### src/rtl/tff_toggle_monitor.sv
// Toggle flip-flop activity monitor.
// Counts edges, tracks run length and flags a stuck input.
module tff_toggle_monitor #(
   parameter int CNT_W     = 8,
   parameter int STUCK_LIM = 16
) (
   input  logic             clk,
   input  logic             rst,
   input  logic             en,
   input  logic             clr,
   input  logic             din,
   output logic             rise_p,
   output logic             fall_p,
   output logic [CNT_W-1:0] toggle_cnt,
   output logic [CNT_W-1:0] run_len,
   output logic             stuck,
   output logic             ovf
);

   localparam logic [1:0] INIT   = 2'd0;
   localparam logic [1:0] TRK_LO = 2'd1;
   localparam logic [1:0] TRK_HI = 2'd2;
   localparam logic [1:0] STUCK  = 2'd3;

   localparam logic [CNT_W-1:0] CNT_MAX = '1;
   localparam logic [CNT_W-1:0] CNT_ONE = CNT_W'(1);
   localparam logic [CNT_W-1:0] LIM     = CNT_W'(STUCK_LIM);

   logic [1:0]       state;
   logic [1:0]       state_n;
   logic             d_q;
   logic             d_n;
   logic [CNT_W-1:0] cnt_n;
   logic [CNT_W-1:0] run_n;
   logic             stuck_n;
   logic             ovf_n;
   logic             rise_n;
   logic             fall_n;

   logic             edge_det;
   logic             cnt_sat;
   logic [CNT_W-1:0] cnt_inc;
   logic [CNT_W-1:0] run_inc;
   logic [1:0]       trk_next;

   // Shared helpers: edge test, saturating increments, tracking target.
   always_comb begin
      edge_det = (din != d_q);
      cnt_sat  = (toggle_cnt == CNT_MAX);
      cnt_inc  = cnt_sat ? toggle_cnt : toggle_cnt + CNT_ONE;
      run_inc  = (run_len == CNT_MAX) ? run_len : run_len + CNT_ONE;
      trk_next = din ? TRK_HI : TRK_LO;
   end

   // Next-state and next-output decode; clr wins over en and edges.
   always_comb begin
      state_n = state;
      d_n     = d_q;
      cnt_n   = toggle_cnt;
      run_n   = run_len;
      stuck_n = stuck;
      ovf_n   = ovf;
      rise_n  = 1'b0;
      fall_n  = 1'b0;
      if (clr) begin
         state_n = INIT;
         cnt_n   = '0;
         run_n   = '0;
         stuck_n = 1'b0;
         ovf_n   = 1'b0;
      end else if (en) begin
         unique case (state)
            INIT: begin
               d_n     = din;
               state_n = trk_next;
               run_n   = CNT_ONE;
               stuck_n = 1'b0;
            end
            TRK_LO, TRK_HI, STUCK: begin
               if (edge_det) begin
                  d_n     = din;
                  state_n = trk_next;
                  rise_n  = din;
                  fall_n  = ~din;
                  cnt_n   = cnt_inc;
                  run_n   = CNT_ONE;
                  stuck_n = 1'b0;
                  if (cnt_sat) ovf_n = 1'b1;
               end else begin
                  run_n = run_inc;
                  if (state != STUCK && run_inc == LIM) begin
                     state_n = STUCK;
                     stuck_n = 1'b1;
                  end
               end
            end
         endcase
      end
   end

   // State and output registers; rst discards all history at once.
   always_ff @(posedge clk or posedge rst) begin
      if (rst) begin
         state      <= INIT;
         d_q        <= 1'b0;
         toggle_cnt <= '0;
         run_len    <= '0;
         stuck      <= 1'b0;
         ovf        <= 1'b0;
         rise_p     <= 1'b0;
         fall_p     <= 1'b0;
      end else begin
         state      <= state_n;
         d_q        <= d_n;
         toggle_cnt <= cnt_n;
         run_len    <= run_n;
         stuck      <= stuck_n;
         ovf        <= ovf_n;
         rise_p     <= rise_n;
         fall_p     <= fall_n;
      end
   end

endmodule

### config.mk
export PLATFORM = sky130hd
export DESIGN_NAME = tff_toggle_monitor
export DESIGN_NICKNAME = d
export VERILOG_FILES = /design/src/rtl/tff_toggle_monitor.sv
export SDC_FILE = /design/constraint.sdc
export NUM_CORES = 1
export LEC_CHECK = 0
export ABC_AREA = 1
export CORE_ASPECT_RATIO = 0.6
export CORE_MARGIN = 2
export CORE_UTILIZATION = 55
export DETAILED_ROUTE_END_ITERATION = 10
export GPL_ROUTABILITY_DRIVEN = 0
export HOLD_SLACK_MARGIN = 0.08
export PLACE_DENSITY_LB_ADDON = 0.25
export SLEW_MARGIN = 20
export SYNTH_ARGS = -nofsm -noshare
export SYNTH_HDL_FRONTEND = slang
export SYNTH_SLANG_ARGS = --single-unit
### constraint.sdc
create_clock -name clk -period 2.4 [get_ports clk]
set_input_delay 0.24 -clock clk [delete_from_list [all_inputs] [get_ports clk]]
set_output_delay 0.24 -clock clk [all_outputs]
set_load 0.01 [all_outputs]
Word level (Yosys, flattened, before mapping)

Cells that the tools add are included.
Widths: inputs -> output; s select.

Bits in registers: 23
Latch bits: 0
RAM bits: 0
Bits in read-only memories: 0
Bits of input ports: 5
Output and inout port bits: 20
Memories: 0

Add/subtract/negate cells: 2
$mul: 0
Divide/modulo/power cells: 0
$lt $le $gt $ge: 0
Equality and inequality tests: 11
Shift-type cells: 0
Multiplexer cells: 36
Bitwise operators: 2
Reductions and logical operators: 11

Operator list:

| cell                | number |
|---|---|
| $mux 8              | 9 |
| $mux 1              | 18 |
| $add 8x1->8 const B | 2 |
| $eq 8x8->1 const B  | 2 |
| $pmux 8 s2          | 1 |
| $mux 2              | 5 |
| $eq 8x5->1 const B  | 1 |
| $reduce_and 4->1    | 2 |
| $reduce_bool 2->1   | 4 |
| $ne 2x2->1 const B  | 3 |
| $eq 2x2->1 const B  | 2 |
| $ne 4x4->1 const B  | 1 |
| $pmux 1 s2          | 2 |
| $pmux 2 s2          | 1 |
| $reduce_and 3->1    | 1 |
| $reduce_or 3->1     | 1 |
| $eq 2x1->1 const B  | 1 |
| $logic_not 2->1     | 1 |
| $not 1->1           | 2 |
| $reduce_and 2->1    | 1 |
| $logic_and 1x1->1   | 1 |
| $ne 1x1->1          | 1 |

Depth between registers and ports, before layout

Depth in word-level cells: 9
Gate-level depth with buffers: 12
Gate-level depth less buffers: 12

Least setup slack after synthesis

No wires, ideal clock.

Path type: register -> register
From: reg run_len[0]
To: reg state[0]
Setup time: 117 ps
Data arrival time: 1439 ps
Setup slack: 845 ps
Stages on the path, launching flop included: 12
Cells stage by stage: dfrtp_1 -> ha_1 -> nand3_2 -> inv_2 -> nand2_2 -> inv_2 -> nor2_1 -> nand2_1 -> nor2_2 -> nand2_2 -> nand3_1 -> nand2_1

Cells in the longest elaborated chain, start to end: 6

Ends and longest elaborated chain:

| what                                      | line | source |
|---|---|---|
| start: declaration                        | 15   | `output logic [CNT_W-1:0] run_len,` |
| start signal: assignment                  | 116  | `run_len <= run_n;` |
| $add 8x1->8 or $eq 8x8->1 (tied branches) | 51   | `run_inc = (run_len == CNT_MAX) ? run_len : run_len + CNT_ONE;` |
| $mux 8 *                                  | 51   |  |
| $eq 8x5->1 *                              | 91   | `if (state != STUCK && run_inc == LIM) begin` |
| $logic_and 1x1->1 *                       | 91   |  |
| $ne 4x4->1 (no source line) *             | n/a  |  |
| $reduce_and 2->1 (no source line) *       | n/a  |  |
| end signal: assignment                    | 113  | `state <= state_n;` |
| end: declaration                          | 29   | `logic [1:0] state;` |

Every way passes the cells marked *; elsewhere a longest branch is shown, timed or not.
A chain may end at the register's enable or synchronous reset.

Worst setup path in the final report

From: in din
To: reg toggle_cnt[6]

Cells in the longest elaborated chain, start to end: 3

Ends and longest elaborated chain:

| what                               | line | source |
|---|---|---|
| start: declaration                 | 11   | `input logic din,` |
| $ne 1x1->1                         | 48   | `edge_det = (din != d_q);` |
| $reduce_bool 2->1 (no source line) | n/a  |  |
| $reduce_and 4->1 (no source line)  | n/a  |  |
| end signal: assignment             | 115  | `toggle_cnt <= cnt_n;` |
| end: declaration                   | 14   | `output logic [CNT_W-1:0] toggle_cnt,` |

Every way passes these cells.

==> flow_metrics.env <==
export IMPL_finalHoldViolCount=0
export IMPL_fin_nets=222
export IMPL_slew_violations=0
export IMPL_path_max_fanout=7
export IMPL_synth_cells=183
export IMPL_instances_no_fill=241
export IMPL_ant_nets=0
export IMPL_antenna_found_initial=0
export IMPL_grt_pass1_wl_mm=5.740
export IMPL_fmax_mhz=543.4
export IMPL_timing_rr_end="toggle_cnt[4]"
export IMPL_powerDensity_mw_per_mm2=552.6
export IMPL_route_detailed_drc=0
export IMPL_vias=1328
export IMPL_setup_viol=0
export IMPL_syn_to_final_growth_pct=24.21
export IMPL_numCtsBuffers=3
export IMPL_rrSetupSlack_ps=580
export IMPL_wl_mm=3.391
export IMPL_synth_edf_count=0
export IMPL_core_rowCount=13
export IMPL_track_usage_pct=27.34
export IMPL_drt_iter0_drc=93
export IMPL_holdCritPathClass="in2async"
export IMPL_postCtsResizedCells=0
export IMPL_start_kind="input port"
export IMPL_port_buffers=24
export IMPL_vias_per_cell=5.510
export IMPL_cts_path_max_buffers=2
export IMPL_ys_ff_latch=23
export IMPL_syn_nets=193
export IMPL_die_w_um=67.93
export IMPL_dp_final_hpwl_mm=2.729
export IMPL_reg2reg_from="toggle_cnt[0]"
export IMPL_finalWorstSetupSlack_ps=559.6
export IMPL_diodes=0
export IMPL_crit_path_start="din"
export IMPL_top_level_ports=25
export IMPL_crit_type="in2reg"
export IMPL_synthTopCellsByArea="dfrtp_1 43%, nand2_1 11%, nor2_1 8.3%"
export IMPL_clock_sinks=23
export IMPL_initial_core_util_pct=60.09
export IMPL_core_area_mm2=0.002245
export IMPL_layout_common_cells="41 x nand2_1, 30 x nor2_1, 25 x inv_1, 24 x clkdlybuf4s50_1, 23 x dfrtp_1"
export IMPL_fin_skew_ps=4.626
export IMPL_syn_area_mm2=0.001349
export IMPL_preCtsSetupSlack_ps=281.6
export IMPL_tightest_slew_ps=382.1
export IMPL_drive_above_1_share_pct=9.005
export IMPL_synth_top_cell_area_share_pct=42.67
export IMPL_crit_required_ps=2610
export IMPL_cts_tree="done"
export IMPL_status="finished, final reports clean"
export IMPL_max_vdd_ir_drop_v=0.0003164
export IMPL_yosysSeqAreaShare_pct=42.67
export IMPL_tns_ps=0
export IMPL_insertion_delay_ps=270
export IMPL_worstPathArrival_ps=2050
export IMPL_htree_levels=1
export IMPL_root_buffer="clkbuf_8"
export IMPL_maxCapViolCount=0
export IMPL_layout_commonest_cell="nand2_1"
export IMPL_leakage_nw=0.7953
export IMPL_grt_pass1_vias=1286
export IMPL_synth_ff_type="dfrtp_1"
export IMPL_firstDrtPassIters=4
export IMPL_die_area_mm2=0.002878
export IMPL_post_cts_buffers=0
export IMPL_yosysTopAreaCell="dfrtp_1"
export IMPL_yosysWarnings=0
export IMPL_hold_buffers=0
export IMPL_rsz0062_at_grt="false"
export IMPL_syn_area_per_cell_um2=7.370
export IMPL_overflow=0
export IMPL_r2r_cells=9
export IMPL_cp_end_kind="flip-flop"
export IMPL_min_period_ps=1840
export IMPL_wl_per_cell_um=14.07
export IMPL_dp_cells=237
export IMPL_ys_types=25
export IMPL_synthArstFlopShare_pct=100.0
export IMPL_period_share_pct=76.68
export IMPL_die_h_um=42.36
export IMPL_slew_headroom_pct=74.53
export IMPL_grt_start_max_net_pins=24
export IMPL_cts_clk_slew_worst_paths_ps=80
registers in the layout, indices dropped and copies added, names as in the netlist:
register,flops
state,2
rise_p,1
fall_p,1
toggle_cnt,8
ovf,1
stuck,1
run_len,8
d_q,1
area by class of cell:
type | instances | area, µm²
Tap cell | 30 | 37.54
Clock buffer | 3 | 41.29
Multi-Input combinational cell | 130 | 659.4
Fill cell | 178 | 569.3
Sequential cell | 23 | 575.6
Clock inverter | 1 | 5.005
Timing Repair Buffer | 25 | 247.7
Inverter | 29 | 108.9
routing by layer:
| metal | global-route usage, % | routed length (µm) | vias to the layer above |
|---|---|---|---|
| li1 | - | - | 640 |
| met3 | 8.065 | 254 | 9 |
| met1 | 38.12 | 1593 | 617 |
| met4 | 7.200 | 53 | 0 |
| met5 | 0 | 0 | - |
| met2 | 41.36 | 1490 | 62 |
synthesized netlist by cell type, drive strengths merged, types with 4 or more instances:
master,number
dfrtp,23
ha,5
xor2,4
nand2,46
nor2,33
a21oi,6
o21ai,6
nand3,13
nor3,5
inv,29
o22ai,5
kinds of logic after synthesis:
group / count (synthesis) / share of synthesized area, %
DFF: 23 / 42.67
buffers and inverters: 30 / 8.441
adders and majority gates: 5 / 4.638
and+or+nand+nor: 99 / 31.91
xor gates and xnor gates: 4 / 2.597
AOI/OAI and AO/OA: 22 / 9.741
stage by stage:
stage          utilization (%)  hold WS [ps]  area (µm²)  total power [W]
6_report                 74.64         315.1        1675        0.0009258
3_5_place_dp             72.58         499.1        1629        0.0006914
3_3_place_gp             72.58         496.5        1629        0.0006761
5_1_grt                  74.64         368.7        1675        0.0009834
4_1_cts                  74.64         324.5        1675        0.0009270
2_1_floorplan                -         241.9        1349        0.0006034
where the power goes:
group	switching [W]	leakage [nW]	internal [W]
registers	0.0000320	0.315	0.000418
logic	0.000144	0.455	0.0000919
clock network	0.000124	0.0255	0.000116
critical path, cell delays in order:
cell	delay [ps]
clkdlybuf4s50_1	530
inv_1	80
ha_1	320
nor3_2	230
nand2_2	140
nand2_2	150
nand3_1	130
nand2_1	80
nand2_1	50
nor2_1	80
how the worst max path moves through the flow:
stage	end	slack, ps
after floorplan	state[0]	840
after global placement	toggle_cnt[6]	410
after detailed placement	toggle_cnt[6]	280
after CTS	toggle_cnt[6]	560
after global routing	toggle_cnt[6]	360
final	toggle_cnt[6]	560
(Power assumes the default switching activity.)
